File: config.mk
export PLATFORM = sky130hd
export DESIGN_NAME = msg_udp_rx_parser
export DESIGN_NICKNAME = d
export VERILOG_FILES = /design/src/rtl/msg_udp_rx_parser.sv
export SDC_FILE = /design/constraint.sdc
export NUM_CORES = 1
export LEC_CHECK = 0
export ABC_AREA = 1
export CORE_MARGIN = 3
export CORE_UTILIZATION = 60
export CTS_CLUSTER_SIZE = 25
export DETAILED_ROUTE_END_ITERATION = 12
export PLACE_DENSITY = 0.85
export SLEW_MARGIN = 20
export SYNTH_ARGS = -nofsm -noshare
export SYNTH_HDL_FRONTEND = slang
export SYNTH_SLANG_ARGS = --single-unit
File: constraint.sdc
create_clock -name phy_rx_clk -period 2.9 [get_ports phy_rx_clk]
set_clock_uncertainty 0.2 [all_clocks]
set_input_delay 0.29 -clock phy_rx_clk [delete_from_list [all_inputs] [get_ports phy_rx_clk]]
set_output_delay 0.29 -clock phy_rx_clk [all_outputs]
set_load 0.005 [all_outputs]
File: src/rtl/msg_udp_rx_parser.sv
// GMII receive parser: checks preamble and the Ethernet/IPv4/UDP headers, then streams UDP payload bytes.
// Define MSG_RX_FCS_CHECK_EN to add CRC32 FCS checking; count publication then waits for the FCS result.
module msg_udp_rx_parser #(
  parameter logic [47:0] BOARD_MAC   = 48'h00_11_22_33_44_55,
  parameter logic [31:0] BOARD_IP    = 32'hC0A8_0002,
  parameter logic [15:0] BOARD_PORT  = 16'd1234,
  parameter logic [15:0] MAX_PAYLOAD = 16'd1472
) (
  input  logic        phy_rx_clk,
  input  logic        rst_n,
  input  logic        gmii_rx_dv,
  input  logic [7:0]  gmii_rxd,
  input  logic        comm_ack_i,
  output logic        rec_en_o,
  output logic [7:0]  rec_data_o,
  output logic        rec_pkt_done_o,
  output logic        rec_byte_num_en_o,
  output logic [15:0] rec_byte_num_o,
  output logic        pkt_drop_o
);

  localparam int unsigned CNT_W = 16;
  localparam int unsigned SR_W  = 40;

  localparam logic [CNT_W-1:0] UDP_HDR_LEN  = CNT_W'(8);
  localparam logic [CNT_W-1:0] ETH_MAC_LAST = CNT_W'(5);
  localparam logic [CNT_W-1:0] ETH_LAST     = CNT_W'(13);
  localparam logic [CNT_W-1:0] IP_PROTO     = CNT_W'(9);
  localparam logic [CNT_W-1:0] IP_LAST      = CNT_W'(19);
  localparam logic [CNT_W-1:0] UDP_PORT_LO  = CNT_W'(3);
  localparam logic [CNT_W-1:0] UDP_LEN_LO   = CNT_W'(5);
  localparam logic [CNT_W-1:0] UDP_LAST     = CNT_W'(7);

  typedef enum logic [3:0] {
    ST_IDLE,
    ST_PREAMBLE,
    ST_ETH,
    ST_IP,
    ST_UDP,
    ST_DATA,
    ST_DONE,
    ST_WAIT_END,
    ST_DROP
  } state_t;

  state_t           state_q, state_d;
  logic [CNT_W-1:0] byte_cnt_q, byte_cnt_d;
  logic [SR_W-1:0]  hdr_sr_q, hdr_sr_d;
  logic [CNT_W-1:0] udp_len_q, udp_len_d;
  logic [CNT_W-1:0] pay_len_q, pay_len_d;
  logic [CNT_W-1:0] pay_cnt_q, pay_cnt_d;
  logic             trunc_q, trunc_d;
  logic             dv_q;

  logic             rec_en_d;
  logic [7:0]       rec_data_d;
  logic             done_d;
  logic             num_en_d;
  logic [CNT_W-1:0] num_d;
  logic             drop_d;
  logic             reject;
  logic             abort;

  // Header field windows: earlier bytes from the shift register plus the byte on the bus now.
  logic [47:0]      mac_win;
  logic [31:0]      ip_win;
  logic [15:0]      half_win;

  assign mac_win  = {hdr_sr_q, gmii_rxd};
  assign ip_win   = {hdr_sr_q[23:0], gmii_rxd};
  assign half_win = {hdr_sr_q[7:0], gmii_rxd};

`ifdef MSG_RX_FCS_CHECK_EN
  localparam logic [31:0] CRC_POLY    = 32'hEDB8_8320;
  localparam logic [31:0] FCS_RESIDUE = 32'hC704_DD7B;

  logic [31:0] crc_q, crc_d;
  logic        fcs_pend_q, fcs_pend_d;
  logic        fcs_ok;

  function automatic logic [31:0] crc_step(input logic [31:0] c, input logic [7:0] d);
    logic [31:0] r;
    r = c;
    for (int i = 0; i < 8; i++) begin
      r = (r >> 1) ^ (CRC_POLY & {32{r[0] ^ d[i]}});
    end
    return r;
  endfunction

  function automatic logic [31:0] rev32(input logic [31:0] v);
    logic [31:0] r;
    for (int i = 0; i < 32; i++) begin
      r[i] = v[31-i];
    end
    return r;
  endfunction

  // The reflected register holds the bit-reversed residue once the FCS has been folded in.
  assign fcs_ok = (rev32(crc_q) == FCS_RESIDUE);
`endif

  // Next-state and next-output logic.
  always_comb begin
    state_d    = state_q;
    byte_cnt_d = byte_cnt_q;
    hdr_sr_d   = hdr_sr_q;
    udp_len_d  = udp_len_q;
    pay_len_d  = pay_len_q;
    pay_cnt_d  = pay_cnt_q;
    trunc_d    = trunc_q;
    rec_en_d   = 1'b0;
    rec_data_d = rec_data_o;
    done_d     = 1'b0;
    num_en_d   = rec_byte_num_en_o & ~comm_ack_i;
    num_d      = rec_byte_num_o;
    drop_d     = 1'b0;
    reject     = 1'b0;
    abort      = 1'b0;
`ifdef MSG_RX_FCS_CHECK_EN
    crc_d      = crc_q;
    fcs_pend_d = fcs_pend_q;
    if (state_q == ST_PREAMBLE && gmii_rx_dv && gmii_rxd == 8'hD5) begin
      crc_d = '1;
    end else if (gmii_rx_dv) begin
      crc_d = crc_step(crc_q, gmii_rxd);
    end
`endif

    if (gmii_rx_dv) begin
      hdr_sr_d   = {hdr_sr_q[SR_W-9:0], gmii_rxd};
      byte_cnt_d = byte_cnt_q + CNT_W'(1);
    end

    case (state_q)
      ST_IDLE: begin
        // Only a fresh dv rising edge starts a frame, so a frame cut by reset is ignored.
        if (gmii_rx_dv && !dv_q) begin
          byte_cnt_d = '0;
          if (gmii_rxd == 8'h55) state_d = ST_PREAMBLE;
          else                   reject  = 1'b1;
        end
      end
      ST_PREAMBLE: begin
        if (!gmii_rx_dv) begin
          abort = 1'b1;
        end else if (gmii_rxd == 8'hD5) begin
          state_d    = ST_ETH;
          byte_cnt_d = '0;
        end else if (gmii_rxd != 8'h55) begin
          reject = 1'b1;
        end
      end
      ST_ETH: begin
        if (!gmii_rx_dv) begin
          abort = 1'b1;
        end else begin
          if (byte_cnt_q == ETH_MAC_LAST && mac_win != BOARD_MAC && mac_win != '1) reject = 1'b1;
          if (byte_cnt_q == ETH_LAST) begin
            if (half_win != 16'h0800) begin
              reject = 1'b1;
            end else begin
              state_d    = ST_IP;
              byte_cnt_d = '0;
            end
          end
        end
      end
      ST_IP: begin
        if (!gmii_rx_dv) begin
          abort = 1'b1;
        end else begin
          if (byte_cnt_q == '0 && gmii_rxd != 8'h45)      reject = 1'b1;
          if (byte_cnt_q == IP_PROTO && gmii_rxd != 8'h11) reject = 1'b1;
          if (byte_cnt_q == IP_LAST) begin
            if (ip_win != BOARD_IP) begin
              reject = 1'b1;
            end else begin
              state_d    = ST_UDP;
              byte_cnt_d = '0;
            end
          end
        end
      end
      ST_UDP: begin
        if (!gmii_rx_dv) begin
          abort = 1'b1;
        end else begin
          if (byte_cnt_q == UDP_PORT_LO && half_win != BOARD_PORT) reject = 1'b1;
          if (byte_cnt_q == UDP_LEN_LO) udp_len_d = half_win;
          // Length guard runs first so the subtraction below cannot wrap.
          if (byte_cnt_q == UDP_LAST) begin
            if (udp_len_q <= UDP_HDR_LEN || (udp_len_q - UDP_HDR_LEN) > MAX_PAYLOAD ||
                rec_byte_num_en_o) begin
              reject = 1'b1;
            end else begin
              state_d   = ST_DATA;
              pay_len_d = udp_len_q - UDP_HDR_LEN;
              pay_cnt_d = '0;
              trunc_d   = 1'b0;
`ifdef MSG_RX_FCS_CHECK_EN
              fcs_pend_d = 1'b0;
`endif
            end
          end
        end
      end
      ST_DATA: begin
        if (gmii_rx_dv) begin
          rec_en_d   = 1'b1;
          rec_data_d = gmii_rxd;
          pay_cnt_d  = pay_cnt_q + CNT_W'(1);
          if (pay_cnt_q + CNT_W'(1) == pay_len_q) begin
`ifdef MSG_RX_FCS_CHECK_EN
            state_d    = ST_WAIT_END;
            fcs_pend_d = 1'b1;
`else
            state_d    = ST_DONE;
`endif
          end
        end else begin
          trunc_d = 1'b1;
          state_d = ST_DONE;
        end
      end
      ST_DONE: begin
        done_d  = 1'b1;
        num_d   = pay_cnt_q;
        state_d = ST_WAIT_END;
`ifdef MSG_RX_FCS_CHECK_EN
        if (fcs_ok && !trunc_q) num_en_d = 1'b1;
        else                    drop_d   = 1'b1;
`else
        num_en_d = 1'b1;
        drop_d   = trunc_q;
`endif
      end
      ST_WAIT_END: begin
        if (!gmii_rx_dv) begin
`ifdef MSG_RX_FCS_CHECK_EN
          if (fcs_pend_q) begin
            state_d    = ST_DONE;
            fcs_pend_d = 1'b0;
          end else begin
            state_d = ST_IDLE;
          end
`else
          state_d = ST_IDLE;
`endif
        end
      end
      ST_DROP: begin
        if (!gmii_rx_dv) state_d = ST_IDLE;
      end
      default: state_d = ST_IDLE;
    endcase

    if (reject) begin
      state_d = ST_DROP;
      drop_d  = 1'b1;
    end
    if (abort) begin
      state_d = ST_IDLE;
      drop_d  = 1'b1;
    end
  end

  // State and output registers.
  always_ff @(posedge phy_rx_clk) begin
    if (!rst_n) begin
      state_q           <= ST_IDLE;
      byte_cnt_q        <= '0;
      hdr_sr_q          <= '0;
      udp_len_q         <= '0;
      pay_len_q         <= '0;
      pay_cnt_q         <= '0;
      trunc_q           <= 1'b0;
      // Held high through reset so a frame already in flight is not taken as a new one.
      dv_q              <= 1'b1;
      rec_en_o          <= 1'b0;
      rec_data_o        <= '0;
      rec_pkt_done_o    <= 1'b0;
      rec_byte_num_en_o <= 1'b0;
      rec_byte_num_o    <= '0;
      pkt_drop_o        <= 1'b0;
`ifdef MSG_RX_FCS_CHECK_EN
      crc_q             <= '1;
      fcs_pend_q        <= 1'b0;
`endif
    end else begin
      state_q           <= state_d;
      byte_cnt_q        <= byte_cnt_d;
      hdr_sr_q          <= hdr_sr_d;
      udp_len_q         <= udp_len_d;
      pay_len_q         <= pay_len_d;
      pay_cnt_q         <= pay_cnt_d;
      trunc_q           <= trunc_d;
      dv_q              <= gmii_rx_dv;
      rec_en_o          <= rec_en_d;
      rec_data_o        <= rec_data_d;
      rec_pkt_done_o    <= done_d;
      rec_byte_num_en_o <= num_en_d;
      rec_byte_num_o    <= num_d;
      pkt_drop_o        <= drop_d;
`ifdef MSG_RX_FCS_CHECK_EN
      crc_q             <= crc_d;
      fcs_pend_q        <= fcs_pend_d;
`endif
    end
  end

endmodule
# Word level (Yosys, flattened, before mapping)
# Cells that the tools add are included.
# totals
register_bits,138
input_bits,12
output_inout_bits,28
elab_cells,171
# op_classes
add_sub_neg,3
magnitude_cmp,2
n_eq_ne,57
muxes,66
bitwise_logic,4
n_reduce_logical,24
# ops
op,count
16-bit two-way mux,14
4-bit two-way mux,17
16-bit one-hot mux with 4 select lines,1
48-bit by 37-bit != test with 1-bit output (second input constant),1
48-bit != test (second input constant),1
3-bit != test (second input constant),14
16-bit by 1-bit adder with 16-bit output (second input constant),2
16-bit by 3-bit equality test with 1-bit output (second input constant),2
16-bit by 4-bit equality test with 1-bit output (second input constant),2
2-bit != test (second input constant),16
32-bit != test (second input constant),1
16-bit one-hot mux with 2 select lines,1
4-bit one-hot mux with 8 select lines,1
1-bit two-way mux,30
15-bit AND reduction,2
16-bit equality test,1
16-bit by 2-bit equality test with 1-bit output (second input constant),1
16-bit by 5-bit equality test with 1-bit output (second input constant),1
4-bit by 3-bit equality test with 1-bit output (second input constant),4
16-bit by 11-bit greater-than comparator with 1-bit output (second input constant),1
16-bit by 4-bit <= comparator with 1-bit output (second input constant),1
16-bit logical NOT,1
16-bit by 11-bit != test with 1-bit output (second input constant),1
16-bit by 12-bit != test with 1-bit output (second input constant),1
26 further kinds,39

# Longest topological paths before layout
# depth
ltp_word,10
depth_mapped,19
mapped_depth_nobuf,19

# Worst setup path after synthesis
# No wires, ideal clock.
# synth_path
kind,flip-flop to flip-flop
startpoint,register udp_len_q[3]
endpoint,register pay_cnt_q[14]
setup_ns,0.120
arrival_ns,1.836
required_ns,2.580
slack_ns,0.744
stages_incl_launch_ff,17
n_path_buf,1
synth_period_minus_slack_ns,2.156
cell_sequence,dfxtp_1 > inv_1 > ha_1 > nand2_2 > nor2_4 > nand2_1 > nand2_1 > nand2_1 > nor2_1 > nand2_1 > nor2_4 > nand3_2 > nand2_2 > nand3_2 > buf_2 > o21ai_0 > a21oi_1
# synth_via
elab_chain_cells,6
word_cells_on_any_way,7
cone_classes,add/sub (1); order compare (2); eq/ne (1); reduce/logical (3)
# synth_lines
element,line_no,source
"start, declared",49,"logic [CNT_W-1:0] udp_len_q, udp_len_d;"
"start signal, assigned",293,udp_len_q <= udp_len_d;
16-bit by 4-bit subtractor with 16-bit output,192,if (udp_len_q <= UDP_HDR_LEN || (udp_len_q - UDP_HDR_LEN) > MAX_PAYLOAD ||
16-bit by 11-bit greater-than comparator with 1-bit output,192,
1-bit logical OR * (2 in a row),192,
2-bit != test (no line) *,n/a,
5-bit AND reduction (no line) *,n/a,
"end signal, assigned",295,pay_cnt_q <= pay_cnt_d;
"end, declared",51,"logic [CNT_W-1:0] pay_cnt_q, pay_cnt_d;"
# Every way passes the cells marked *; elsewhere a longest branch is shown, timed or not.
# A chain may end at the register's enable or synchronous reset.

# Final worst setup path
# layout_path
startpoint,register byte_cnt_q[8]
endpoint,register pay_len_q[15]
# layout_via
elab_chain_cells,2
# layout_lines
element,line_no,source
"start, declared",47,"logic [CNT_W-1:0] byte_cnt_q, byte_cnt_d;"
"start signal, assigned",291,byte_cnt_q <= byte_cnt_d;
16-bit by 3-bit equality test with 1-bit output,191,if (byte_cnt_q == UDP_LAST) begin
4-bit AND reduction (no line),n/a,
"end signal, assigned",294,pay_len_q <= pay_len_d;
"end, declared",50,"logic [CNT_W-1:0] pay_len_q, pay_len_d;"
# Every way passes these cells.

==> run_results.csv <==
group,metric,value,unit
outcome,status,"complete, no violations",
yosys,synth_area_per_cell,6.645,µm²
sta,slew_violations,0,
pwr,power_density,525.2,mW/mm²
yosys,synthCells,1052,
setup_path,crit_path_start_kind,"register",
setup_path,timing.rr.start,"byte_cnt_q[8]",
sta,rsz0062_at_grt,"false",
yosys,synth.most_common_cell,"nand2_1",
setup_path,endpoint_kind,"register",
yosys,synth_seq_cells,138,
routing,drtIter0Drc,909,
floorplan,row_count,38,
sta,setup_tns,0,ps
setup_path,r2r_end,"pay_len_q[15]",
routing,wire_per_inst,14.71,µm
yosys,synth_warnings,0,
routing,drt_pre_antenna_iters,6,
yosys,synthesis.nets,1070,
yosys,synth_edf_count,0,
floorplan,die_height,113.9,µm
setup_path,r2r_cells,8,
yosys,ys_top_cells_by_area,"dfxtp_1 40%, nand2_1 9.6%, o21ai_0 8.7%, inv_1 8.1%, a21oi_1 7.6%",
floorplan,start_util,62.83,%
cells_and_area,layout.nets,1103,
sta,max_slew_margin,60.37,%
yosys,yosysTopAreaCellShare,39.52,%
floorplan,boundaryPins,40,
setup_path,r2r_slack,220,ps
routing,wirelength,18150,µm
cells_and_area,syn2layout_area_growth,14.87,%
place,placed_area,0.007488,mm²
pwr,peakVddDrop,0.0004997,V
floorplan,die-area,0.01298,mm²
setup_path,crit_path_max_fanout,16,
clocking,cts.clk_slew.worst_paths,50,ps
yosys,yosysSeqAreaShare,39.52,%
global_route,grt_pass1_wl,29780,µm
setup_path,path_class,"reg -> reg",
yosys,synth_area,0.006990,mm²
clocking,max-clock-path-buffers,2,
sta,min_period,2683,ps
floorplan,fp.coreArea,0.01113,mm²
clocking,clock_sinks,138,
hold_path,hold_end,"hdr_sr_q[3]",
clocking,cts_setup_buffers,0,
hold_path,min_from,"gmii_rx_dv",
global_route,grt_max_degree,58,
flow_run,drv_cap,0,
place,hpwl,12600,µm
sta,setup_viol,0,
global_route,overflow,0,
hold_path,whs_path_depth,2,
yosys,synth-async-reset-ratio,0,%
yosys,ys_top_cells_by_count,"179 x nand2_1, 150 x inv_1, 138 x dfxtp_1",
place,place_inst,1206,
sta,hold_violations,0,
yosys,yosysUniqueCellTypes,38,
clocking,root_buffer,"clkbuf_16",
clocking,cts_tree,"yes",
routing,antenna_left,0,
yosys,ys.flop_type,"dfxtp_1",
setup_path,required,3050,ps
cells_and_area,diodes,0,
routing,vias,7117,
hold_path,worstHoldPathType,"in -> reg",
floorplan,die_w,113.9,µm
clocking,clk_latency,420,ps
clocking,hold_buffers,0,
global_route,grt_pass1_vias,6451,
place,port_buffers,39,
sta,worst_slew_pin_slew,589.0,ps
global_route,antenna_found_initial,0,
place,place.gp.congestion,0.9285,
clocking,cts_max_level,4,
clocking,ctsResizeCount,0,
sta,finalCritPeriodShare,92.53,%
global_route,grt_usage,28.34,%
cells_and_area,layout.cells.non_filler,1234,
routing,drcViolationCount,0,
routing,vias_per_cell,5.767,
cells_and_area,design_area,0.008030,mm²
sta,fmax,372.7,MHz
pwr,p_leak,3.323,nW
yosys,synth_top_cell_by_area,"dfxtp_1",
cells_and_area,final_layout_size_suffix_gt1_share,5.484,%
clocking,cts_buffers,17,
setup_path,cp.arrival,2830,ps
## flip-flops by register name, summed over array words and instances (netlist names)
signal	cells
hdr_sr_q	40
rec_en_o	1
pay_len_q	16
pkt_drop_o	1
state_q	4
trunc_q	1
rec_pkt_done_o	1
rec_byte_num_en_o	1
dv_q	1
pay_cnt_q	16
rec_byte_num_o	16
udp_len_q	16
byte_cnt_q	16
rec_data_o	8
## worst max-delay path by stage
stage                   from  slack [ps]  depth (start not counted)            end
4_1_cts        byte_cnt_q[8]         220                         11  pay_cnt_q[15]
3_3_place_gp     gmii_rxd[0]         110                         13     state_q[1]
5_1_grt           state_q[2]          30                         12  rec_data_o[5]
3_5_place_dp     gmii_rxd[0]          90                         13     state_q[1]
6_report       byte_cnt_q[8]         220                          8  pay_len_q[15]
2_1_floorplan   udp_len_q[3]         740                         16  pay_cnt_q[14]
## logic make-up after synthesis
logic type,count (synthesis),synth area share [%]
AOI/OAI and AO/OA,241,17.76
xor gates and xnor gates,10,1.450
adders and majority gates,6,1.074
buffers and inverters,190,10.42
DFF,138,39.52
and+or+nand+nor,467,29.78
## power breakdown
| part | switching (W) | internal, W | leakage, nW |
|---|---|---|---|
| registers | 0.0000394 | 0.00194 | 1.12 |
| clock network | 0.000757 | 0.00125 | 0.265 |
| logic | 0.000158 | 0.0000773 | 1.94 |
## metrics by stage
stage	util, %	total power, W	worst slack [ps]	hold WS (ps)
2_1_floorplan	-	0.002164	743.8	203.8
3_3_place_gp	67.31	0.002239	111.8	245.8
3_5_place_dp	67.31	0.002243	91.13	245.0
4_1_cts	72.12	0.004225	223.4	51.80
5_1_grt	72.18	0.004341	30.69	108.8
6_report	72.18	0.004217	216.7	72.35
## final cells by class
cell class                      count  area, µm²
Fill cell                         912       3095
Multi-Input combinational cell    724       3508
Tap cell                          140      175.2
Sequential cell                   138       2763
Timing Repair Buffer               52      478.0
Clock inverter                      3      40.04
Inverter                          152      570.5
Clock buffer                       25      495.5
## critical path: stages (launching register included)
cell and delay [ps]:
dfxtp_1 360, inv_1 110, nand3_1 110, nor2_2 310, nand3_1 160, nor3_1 440
nand4_2 410, buf_4 330, a21oi_1 160
## cells in the final DEF, fill, tap and decap left out, types with 13 or more instances in the layout
master	n
nand3_1	79
clkbuf_16	17
nor2_1	127
o21ai_0	122
nand4_1	32
clkdlybuf4s50_1	37
nor3_1	22
buf_4	13
dfxtp_1	138
a21oi_1	106
nand2_1	179
inv_1	150
## metal layers
layer	share of wire, %	vias up	track usage [%]
li1	-	3519	-
met4	2.3	0	11.72
met3	7.2	40	6.578
met2	45	312	43.99
met1	45	3246	38.06
met5	0	-	0
(Power assumes the default switching activity.)
